<file path="src/rtl/alu_collect_pkg.sv">
`default_nettype none
// ============================================================================
//  Module      : alu_collect_pkg
//  Description : Shared types and constants for the ALU result collector.
//  Revision    : 1.0  initial release
// ============================================================================
package alu_collect_pkg;

    localparam int DEF_DATA_W      = 8;
    localparam int DEF_SEL_W       = 4;
    localparam int DEF_SWEEP_CNT_W = 8;

    // One sweep covers every op code exactly once.
    localparam int OP_COUNT = 16;
    // Last op of a sweep (A<<1); it arrives with sel_in already wrapped to 0.
    localparam int OP_SHL   = 15;

    typedef enum logic [1:0] {
        IDLE    = 2'd0,
        ARMED   = 2'd1,
        CAPTURE = 2'd2,
        DONE    = 2'd3
    } state_t;

endpackage : alu_collect_pkg
`default_nettype wire

</file>
<file path="src/rtl/alu_result_collector_if.sv">
`default_nettype none
// ============================================================================
//  Module      : alu_result_collector_if
//  Description : Bundle of ALU-facing, control and read-port signals of the
//                collector. min_val/max_val exist only when
//                ALU_COLLECT_MINMAX_EN is defined.
//  Revision    : 1.0  initial release
// ============================================================================
interface alu_result_collector_if
    import alu_collect_pkg::*;
#(
    parameter int DATA_W      = DEF_DATA_W,
    parameter int SEL_W       = DEF_SEL_W,
    parameter int SWEEP_CNT_W = DEF_SWEEP_CNT_W
) ();

    logic                   start;
    logic [DATA_W-1:0]      result_in;
    logic [SEL_W-1:0]       sel_in;
    logic [SEL_W-1:0]       rd_addr;
    logic [DATA_W-1:0]      rd_data;
    logic                   busy;
    logic                   sweep_done;
    logic                   seq_err;
    logic [DATA_W-1:0]      checksum;
    logic [SWEEP_CNT_W-1:0] sweep_count;
`ifdef ALU_COLLECT_MINMAX_EN
    logic [DATA_W-1:0]      min_val;
    logic [DATA_W-1:0]      max_val;

    modport master (
        output start, result_in, sel_in, rd_addr,
        input  rd_data, busy, sweep_done, seq_err, checksum, sweep_count,
        input  min_val, max_val
    );
    modport slave (
        input  start, result_in, sel_in, rd_addr,
        output rd_data, busy, sweep_done, seq_err, checksum, sweep_count,
        output min_val, max_val
    );
`else
    modport master (
        output start, result_in, sel_in, rd_addr,
        input  rd_data, busy, sweep_done, seq_err, checksum, sweep_count
    );
    modport slave (
        input  start, result_in, sel_in, rd_addr,
        output rd_data, busy, sweep_done, seq_err, checksum, sweep_count
    );
`endif

endinterface : alu_result_collector_if
`default_nettype wire

</file>
<file path="src/rtl/alu_result_bank.sv">
`default_nettype none
// ============================================================================
//  Module      : alu_result_bank
//  Description : OP_COUNT x DATA_W register bank, synchronous write,
//                registered read (read-before-write on collision),
//                synchronous clear.
//  Revision    : 1.0  initial release
// ============================================================================
module alu_result_bank
    import alu_collect_pkg::*;
#(
    parameter int DATA_W = DEF_DATA_W,
    parameter int SEL_W  = DEF_SEL_W
) (
    input  wire logic              clk,
    input  wire logic              rst,
    input  wire logic              wr_en,
    input  wire logic [SEL_W-1:0]  wr_addr,
    input  wire logic [DATA_W-1:0] wr_data,
    input  wire logic [SEL_W-1:0]  rd_addr,
    output logic      [DATA_W-1:0] rd_data
);

    logic [DATA_W-1:0] mem [OP_COUNT];

    // Storage plus read register; the read samples mem before this edge's write.
    always_ff @(posedge clk) begin
        if (rst) begin
            for (int i = 0; i < OP_COUNT; i++) begin
                mem[i] <= '0;
            end
            rd_data <= '0;
        end else begin
            if (wr_en) begin
                mem[wr_addr] <= wr_data;
            end
            rd_data <= mem[rd_addr];
        end
    end

endmodule : alu_result_bank
`default_nettype wire

</file>
<file path="src/rtl/alu_result_collector.sv">
`default_nettype none
// ============================================================================
//  Module      : alu_result_collector
//  Description : Captures one 16-op sweep of the self-sequencing ALU into a
//                result bank, with XOR checksum, saturating sweep counter
//                and sequencing-error detection.
//                Optional feature macro: ALU_COLLECT_MINMAX_EN (min/max).
//  Revision    : 1.0  initial release
// ============================================================================
module alu_result_collector
    import alu_collect_pkg::*;
#(
    parameter int DATA_W      = DEF_DATA_W,
    parameter int SEL_W       = DEF_SEL_W,
    parameter int SWEEP_CNT_W = DEF_SWEEP_CNT_W
) (
    input wire logic              clk,
    input wire logic              rst,
    alu_result_collector_if.slave bus
);

    state_t                 state;
    state_t                 next_state;
    logic [SEL_W-1:0]       exp_sel;
    logic [DATA_W-1:0]      checksum;
    logic [SWEEP_CNT_W-1:0] sweep_count;
    logic                   seq_err;
    logic [DATA_W-1:0]      rd_data;

    // sel_in points one past the op that produced result_in.
    logic [SEL_W-1:0] wr_addr;
    logic             sel_is_one;
    logic             sel_match;
    logic             arm_hit;
    logic             cap_hit;
    logic             cap_last;

    assign wr_addr    = bus.sel_in - SEL_W'(1);
    assign sel_is_one = (bus.sel_in == SEL_W'(1));
    assign sel_match  = (bus.sel_in == exp_sel);
    assign arm_hit    = (state == ARMED) && sel_is_one;
    assign cap_hit    = (state == CAPTURE) && sel_match;
    assign cap_last   = cap_hit && (wr_addr == SEL_W'(OP_SHL));

    // State register.
    always_ff @(posedge clk) begin
        if (rst) begin
            state <= IDLE;
        end else begin
            state <= next_state;
        end
    end

    // Next-state decode.
    always_comb begin
        next_state = state;
        case (state)
            IDLE:    if (bus.start) next_state = ARMED;
            ARMED:   if (sel_is_one) next_state = CAPTURE;
            CAPTURE: begin
                if (!sel_match) begin
                    next_state = IDLE;
                end else if (cap_last) begin
                    next_state = DONE;
                end
            end
            DONE:    next_state = bus.start ? ARMED : IDLE;
            default: next_state = IDLE;
        endcase
    end

    // Moore status outputs.
    always_comb begin
        bus.busy       = (state == ARMED) || (state == CAPTURE);
        bus.sweep_done = (state == DONE);
    end

    // Checksum, expected-sel tracker, sweep counter and error pulse.
    always_ff @(posedge clk) begin
        if (rst) begin
            exp_sel     <= '0;
            checksum    <= '0;
            sweep_count <= '0;
            seq_err     <= 1'b0;
        end else begin
            seq_err <= (state == CAPTURE) && !sel_match;
            if (arm_hit) begin
                checksum <= bus.result_in;
                exp_sel  <= SEL_W'(2);
            end else if (cap_hit) begin
                checksum <= checksum ^ bus.result_in;
                exp_sel  <= exp_sel + SEL_W'(1);
            end
            // Counter moves on entry to DONE so it is current alongside sweep_done.
            if (cap_last && (sweep_count != '1)) begin
                sweep_count <= sweep_count + SWEEP_CNT_W'(1);
            end
        end
    end

`ifdef ALU_COLLECT_MINMAX_EN
    logic [DATA_W-1:0] min_val;
    logic [DATA_W-1:0] max_val;

    // Running unsigned extremes of the current sweep.
    always_ff @(posedge clk) begin
        if (rst) begin
            min_val <= '0;
            max_val <= '0;
        end else if (arm_hit) begin
            min_val <= bus.result_in;
            max_val <= bus.result_in;
        end else if (cap_hit) begin
            if (bus.result_in < min_val) min_val <= bus.result_in;
            if (bus.result_in > max_val) max_val <= bus.result_in;
        end
    end

    assign bus.min_val = min_val;
    assign bus.max_val = max_val;
`endif

    alu_result_bank #(
        .DATA_W (DATA_W),
        .SEL_W  (SEL_W)
    ) u_bank (
        .clk     (clk),
        .rst     (rst),
        .wr_en   (arm_hit || cap_hit),
        .wr_addr (wr_addr),
        .wr_data (bus.result_in),
        .rd_addr (bus.rd_addr),
        .rd_data (rd_data)
    );

    assign bus.rd_data     = rd_data;
    assign bus.checksum    = checksum;
    assign bus.sweep_count = sweep_count;
    assign bus.seq_err     = seq_err;

endmodule : alu_result_collector
`default_nettype wire
</file>
<file path="src/flat_wrapper.sv">
// flat-port wrapper written by rule: the top's interface ports become plain ports
module alu_result_collector_flat import alu_collect_pkg::*;
#(
    parameter int DATA_W      = DEF_DATA_W,
    parameter int SEL_W       = DEF_SEL_W,
    parameter int SWEEP_CNT_W = DEF_SWEEP_CNT_W
)
  (clk, rst, bus_start, bus_result_in, bus_sel_in, bus_rd_addr, bus_rd_data, bus_busy, bus_sweep_done, bus_seq_err, bus_checksum, bus_sweep_count);
  alu_result_collector_if #(.DATA_W(DATA_W), .SEL_W(SEL_W), .SWEEP_CNT_W(SWEEP_CNT_W)) bus_i ();
  input wire logic clk;
  input wire logic rst;
  input wire logic [$bits(bus_i.start)-1:0] bus_start;
  input wire logic [$bits(bus_i.result_in)-1:0] bus_result_in;
  input wire logic [$bits(bus_i.sel_in)-1:0] bus_sel_in;
  input wire logic [$bits(bus_i.rd_addr)-1:0] bus_rd_addr;
  output wire logic [$bits(bus_i.rd_data)-1:0] bus_rd_data;
  output wire logic [$bits(bus_i.busy)-1:0] bus_busy;
  output wire logic [$bits(bus_i.sweep_done)-1:0] bus_sweep_done;
  output wire logic [$bits(bus_i.seq_err)-1:0] bus_seq_err;
  output wire logic [$bits(bus_i.checksum)-1:0] bus_checksum;
  output wire logic [$bits(bus_i.sweep_count)-1:0] bus_sweep_count;
  assign bus_i.start = bus_start;
  assign bus_i.result_in = bus_result_in;
  assign bus_i.sel_in = bus_sel_in;
  assign bus_i.rd_addr = bus_rd_addr;
  assign bus_rd_data = bus_i.rd_data;
  assign bus_busy = bus_i.busy;
  assign bus_sweep_done = bus_i.sweep_done;
  assign bus_seq_err = bus_i.seq_err;
  assign bus_checksum = bus_i.checksum;
  assign bus_sweep_count = bus_i.sweep_count;
  alu_result_collector #(.DATA_W(DATA_W), .SEL_W(SEL_W), .SWEEP_CNT_W(SWEEP_CNT_W)) u_core (.clk(clk), .rst(rst), .bus(bus_i));
endmodule
</file>
<file path="config.mk">
export PLATFORM = sky130hd
export DESIGN_NAME = alu_result_collector_flat
export DESIGN_NICKNAME = d
export VERILOG_FILES = /design/src/rtl/alu_collect_pkg.sv /design/src/rtl/alu_result_collector_if.sv /design/src/rtl/alu_result_bank.sv /design/src/rtl/alu_result_collector.sv /design/src/flat_wrapper.sv
export SDC_FILE = /design/constraint.sdc
export NUM_CORES = 1
export LEC_CHECK = 0
export BUFFER_PORTS_ARGS = -buffer_cell sky130_fd_sc_hd__buf_4
export CAP_MARGIN = 20
export CORE_ASPECT_RATIO = 0.6
export CORE_UTILIZATION = 55
export DETAILED_ROUTE_END_ITERATION = 10
export PLACE_DENSITY = 0.74
export RECOVER_POWER = 25
export SLEW_MARGIN = 10
export SYNTH_ARGS = -nofsm -noshare
export SYNTH_HDL_FRONTEND = slang
export SYNTH_SLANG_ARGS = --single-unit
</file>
<file path="constraint.sdc">
create_clock -name clk -period 2.35 [get_ports clk]
set_clock_uncertainty 0.1 [all_clocks]
set_input_delay 0.3525 -clock clk [delete_from_list [all_inputs] [get_ports clk]]
set_output_delay 0.3525 -clock clk [all_outputs]
set_load 0.005 [all_outputs]
</file>
# Yosys cells after proc, flatten, opt, wreduce, memory -nomap -nowiden

Memory sizes are Yosys's and may differ from the RTL's. A register that Yosys moved wholly into a read port is not among the register bits.
Index checks and enable logic that the tools add are counted.

Logic and storage cells: 52
Register bits: 23
Input port bits: 19
Memories: 1
Output and inout bits: 27
RAM bits: 128
Latch bits: 0
Memory bits (read-only): 0

Divide/modulo/power cells: 0
Shifts and indexed selects: 0
Order comparisons: 0
Bitwise operators: 1
Add/sub/neg operators: 3
$mul: 0
Equal/unequal tests: 10
Mux-type cells: 18
Reductions and logical operators: 13

Memories:

| name              | words | bits a word | read ports | clocked after memory_dff | write ports | line                  | source |
|---|---|---|---|---|---|---|---|
| u_core.u_bank.mem | 16    | 8           | 1          | 1                        | 16          | alu_result_bank.sv:24 | `logic [DATA_W-1:0] mem [OP_COUNT];` |

Operator list:

| operator                                               | count |
|---|---|
| two-way mux 8 bit                                      | 3 |
| two-way mux 2 bit                                      | 6 |
| adder 8 x 1 -> 8 bit (second input constant)           | 1 |
| inequality test 8 bit (second input constant)          | 1 |
| case mux 2 bit (4 select lines)                        | 1 |
| OR reduction 8 bit                                     | 1 |
| bitwise XOR 8 bit                                      | 1 |
| two-way mux 1 bit                                      | 7 |
| logical AND 1 bit                                      | 5 |
| adder 4 x 1 -> 4 bit (second input constant)           | 1 |
| equality test 2 bit (second input constant)            | 2 |
| equality test 4 x 1 -> 1 bit (second input constant)   | 1 |
| equality test 4 bit                                    | 1 |
| equality test 4 bit (second input constant)            | 1 |
| two-way mux 4 bit                                      | 1 |
| subtractor 4 x 1 -> 4 bit (second input constant)      | 1 |
| inequality test 3 bit (second input constant)          | 1 |
| AND reduction 3 bit                                    | 1 |
| equality test 2 x 1 -> 1 bit (second input constant)   | 1 |
| logical NOT 2 bit                                      | 1 |
| logical OR 1 bit                                       | 2 |
| inequality test 2 x 1 -> 1 bit (second input constant) | 1 |
| inequality test 2 bit (second input constant)          | 1 |
| nonzero test 2 bit                                     | 1 |
| other kinds (2)                                        | 2 |

# Longest topological paths before layout

Depth after elaboration: 8
Depth in mapped cells: 8
Mapped depth without buffers: 6

# Hierarchy

From an unflattened synthesis, not the netlist that was laid out.

Cell total of the unflattened synthesis: 607
Area total of the unflattened synthesis: 7611.0 um2

Modules (own cells, without submodules):

| module               | times used | sequential area each (um2) | area each (um2) | cells each |
|---|---|---|---|---|
| alu_result_bank      | 1          | 4003.8                     | 6209.7          | 446 |
| alu_result_collector | 1          | 460.4                      | 1401.3          | 161 |

# Worst setup path before layout

OpenSTA, ideal clock, no wires.

Path kind: input -> register
From: input port bus_sel_in[1]
To: memory u_core.u_bank.mem[9][0] (netlist name) (enable)
Buffers on the path: 4
Library setup time: 0.387 ns
Stages: 7
Arrival time: 2.032 ns
Slack: -0.169 ns
Required time: 1.863 ns
Cell sequence: buf_2 xnor2_1 nand4_1 buf_2 buf_2 buf_2 o31ai_1

RTL lines:

| what            | line                  | source |
|---|---|---|
| start, declared | flat_wrapper.sv:14    | `input wire logic [$bits(bus_i.sel_in)-1:0] bus_sel_in;` |
| end, declared   | alu_result_bank.sv:24 |  |

==> flow_summary.json <==
{
  "utilization_pct": 66.75,
  "avgSynthCellArea_um2": 13.01,
  "std_cell_rows": 32,
  "grt_pass1_wl_mm": 32.66,
  "cts_hold_buffers": 0,
  "first_global_vias": 5224,
  "regToRegSetupSlack_ns": 0.04,
  "clkLatencyLatePin_ns": 0.43,
  "numCtsBuffers": 17,
  "clk_pin_slew_ns": 0.07,
  "r2r_cells": 6,
  "hpwl_mm": 15.24,
  "status": "complete, no violations",
  "switchingPower_w": 0.001814,
  "die_x_um": 153.7,
  "crit_path_start_kind": "register",
  "hold_class": "in -> reg",
  "rsz0062_at_grt": "true",
  "drv_slew": 0,
  "grt-ovfl-total": 0,
  "power_density_nw_per_um2": 777.8,
  "grt_max_degree": 37,
  "vias": 5600,
  "nFillCells": 918,
  "async_reset_ff_share_pct": 0,
  "pwr-share-comb_pct": 12.5,
  "pre_cts_slack_ns": 0.07874,
  "syn_nets": 610,
  "leakagePower_nw": 3.104,
  "die_height_um": 93.05,
  "startpoint": "u_core.state[0]$_SDFFE_PP0P_",
  "seq_area_frac_synth_pct": 58.75,
  "synth_seq_cells": 159,
  "num_io_pins": 46,
  "synth.distinct_cells": 53,
  "drc_errors": 0,
  "switching_share_pct": 26.53,
  "critPathMaxFanout": 19,
  "worstSetupEndpointType": "register",
  "fmax_mhz": 433.0,
  "start_util_pct": 57.68,
  "layout-drive-gt1-share_pct": 26.41,
  "wire_per_inst_um": 25.80,
  "p_seq_share_pct": 46.9,
  "tightest_slew_ns": 0.8494,
  "die_area_um2": 14300,
  "antenna_found_initial": 0,
  "yosysWarnings": 0,
  "io_buffer_count": 45,
  "cts_resized": 0,
  "cts_tree": "yes",
  "cts-root-buf": "clkbuf_16",
  "drt-initial-drc-count": 715,
  "finalCriticalPeriod_ns": 2.309,
  "cts.sinks": 159,
  "cp.arrival_ns": 2.34,
  "setup_violations": 0,
  "synthFlopType": "edfxtp_1",
  "r2r_end": "u_core.u_bank.mem[7][4]$_SDFFCE_PN0P_",
  "r2r_start": "u_core.state[0]$_SDFFE_PP0P_",
  "fin_crit_sh_pct": 98.27,
  "worst_slack_ns": 0.04066,
  "postCtsSetupBuffers": 0,
  "relSlewSlack_pct": 43.37,
  "gp_congestion": 0.9497,
  "ant_nets": 0,
  "criticalPathCategory": "reg -> reg",
  "h-tree-depth": 4,
  "synthCells": 584,
  "critPathCapture": "u_core.u_bank.mem[7][4]$_SDFFCE_PN0P_",
  "globalRouteTotalUtil_pct": 31.84,
  "core_um2": 13170,
  "wl_mm": 21.28,
  "maxCapViolCount": 0,
  "drt-vias-per-instance": 6.788,
  "cts_buffer_depth": 2,
  "whs_ns": 0.07824,
  "final_net_count": 668,
  "p_clk_share_pct": 40.6,
  "final_hold_viol_count": 0,
  "synth-edff-count": 128,
  "diodes": 0,
  "peakVddDrop_mv": 0.5349,
  "area.growth.synth_to_final_pct": 15.71,
  "worstPathRequired_ns": 2.38,
  "intPower_w": 0.005024,
  "synth.cell_area_um2": 7599,
  "drtPass1Iterations": 6
}
==> registers in the layout, summed over array words and instances, names as in the netlist <==
name and flops:
u_core.bus.checksum 8, u_core.bus.seq_err 1, u_core.bus.sweep_count 8, u_core.exp_sel 4, u_core.state 2, u_core.u_bank.mem 128, u_core.u_bank.rd_data 8
==> placed cells by master, fill, tap and decap left out, types with 8 or more instances in the layout <==
master,synthesis,final
edfxtp_1,128,128
nor3_1,66,66
buf_4,1,49
and2_1,33,33
mux4_2,32,32
dfxtp_1,31,31
nor2_1,28,28
clkbuf_4,0,27
nand2_1,20,20
inv_1,18,18
a21oi_1,17,17
clkbuf_16,0,17
mux2i_1,16,16
nor4_1,15,15
o21ai_0,12,10
o21ai_2,7,9
or4_1,8,8
o21ai_1,8,8
o22ai_1,8,8
==> layout make-up <==
cell class | instances | area, um2 | share of cell area [%]
Clock inverter | 15 | 161.4 | 1.836
Multi-Input combinational cell | 361 | 2838 | 32.28
Inverter | 18 | 67.56 | 0.7685
Tap cell | 170 | 212.7 | 2.419
Clock buffer | 17 | 425.4 | 4.838
Timing Repair Buffer | 85 | 623.1 | 7.087
Sequential cell | 159 | 4464 | 50.78
==> power by group through the flow <==
stage	clock network, W	logic (W)	registers [W]
6_report	0.00277	0.000854	0.00321
2_1_floorplan	0	0.000525	0.00324
3_3_place_gp	0	0.000813	0.00326
4_1_cts	0.00276	0.000848	0.00321
5_1_grt	0.00289	0.000906	0.00322
3_5_place_dp	0	0.000840	0.00327
==> per-stage QoR <==
step / power, W / instance area, um2 / std cells / setup TNS (ns)
4_1_cts: 0.006819 / 8812 / 825 / 0
3_5_place_dp: 0.004107 / 8225 / 793 / 0
5_1_grt: 0.007016 / 8792 / 825 / -0.1597
3_3_place_gp: 0.004071 / 8225 / 793 / 0
6_report: 0.006839 / 8792 / 825 / 0
2_1_floorplan: 0.003766 / 7611 / 584 / -2.387
==> critical path, cell delays in order, from the launching register on <==
cell and delay (ns):
dfxtp_1 0.34, inv_1 0.15, ha_1 0.20, buf_4 0.27, nand3b_1 0.26, nor4_2 0.39
or2_2 0.31
==> cell usage after synthesis (all sizes together) (2+ instances only) <==
cell | number | area [um2]
a21oi | 20 | 111.4
a31oi | 3 | 18.77
a41o | 2 | 20.02
and2 | 33 | 206.5
and4 | 3 | 26.28
buf | 30 | 188.9
clkbuf | 16 | 60.06
dfxtp | 31 | 620.6
edfxtp | 128 | 3844
ha | 7 | 87.58
inv | 18 | 67.56
mux2i | 16 | 160.2
mux4 | 32 | 720.7
nand2 | 20 | 75.07
nand3 | 7 | 35.03
nand3b | 2 | 15.01
nand4 | 5 | 31.28
nor2 | 29 | 111.4
nor2b | 5 | 31.28
nor3 | 66 | 330.3
nor4 | 18 | 140.1
o211ai | 10 | 90.09
o21ai | 27 | 161.4
o22ai | 8 | 50.05
o31a | 7 | 61.31
o31ai | 6 | 45.04
or2 | 7 | 43.80
or3 | 4 | 25.02
or4 | 8 | 60.06
xnor2 | 4 | 35.03
==> worst min path at each step <==
stage                                                      start                                     end  slack [ns]  depth (start not counted)
final                                                        rst            u_core.state[1]$_SDFFE_PP0P_        0.08                          2
after global routing                                         rst            u_core.state[0]$_SDFFE_PP0P_        0.07                          2
after CTS                                                    rst            u_core.state[0]$_SDFFE_PP0P_        0.07                          2
after detailed placement  u_core.bus.sweep_count[6]$_SDFFE_PP0P_  u_core.bus.sweep_count[6]$_SDFFE_PP0P_        0.40                          2
after global placement    u_core.bus.sweep_count[6]$_SDFFE_PP0P_  u_core.bus.sweep_count[6]$_SDFFE_PP0P_        0.38                          2
after floorplan                   u_core.exp_sel[3]$_SDFFE_PP0P_          u_core.exp_sel[3]$_SDFFE_PP0P_        0.36                          2
==> per-layer routing <==
metal  wire, um  vias up  global-route usage (%)
li1           -     2386                       -
met1       9140     2762                   49.51
met2       9018      419                   44.66
met3       2762       33                   7.831
met4        363        0                   7.750
met5          0        -                       0
==> cell families (layout without fill, tap and decap cells) <==
| logic type | Yosys count | after routing | share of synthesized area, % |
|---|---|---|---|
| buffers and inverters | 64 | 135 | 4.166 |
| AOI/OAI and AO/OA | 90 | 90 | 8.217 |
| DFF | 159 | 159 | 58.75 |
| adders and majority gates | 7 | 7 | 1.153 |
| xor gates and xnor gates | 4 | 4 | 0.4610 |
| muxes | 49 | 49 | 11.74 |
| and+or+nand+nor | 211 | 211 | 15.51 |
No activity file was read; power rests on OpenSTA's default activity.
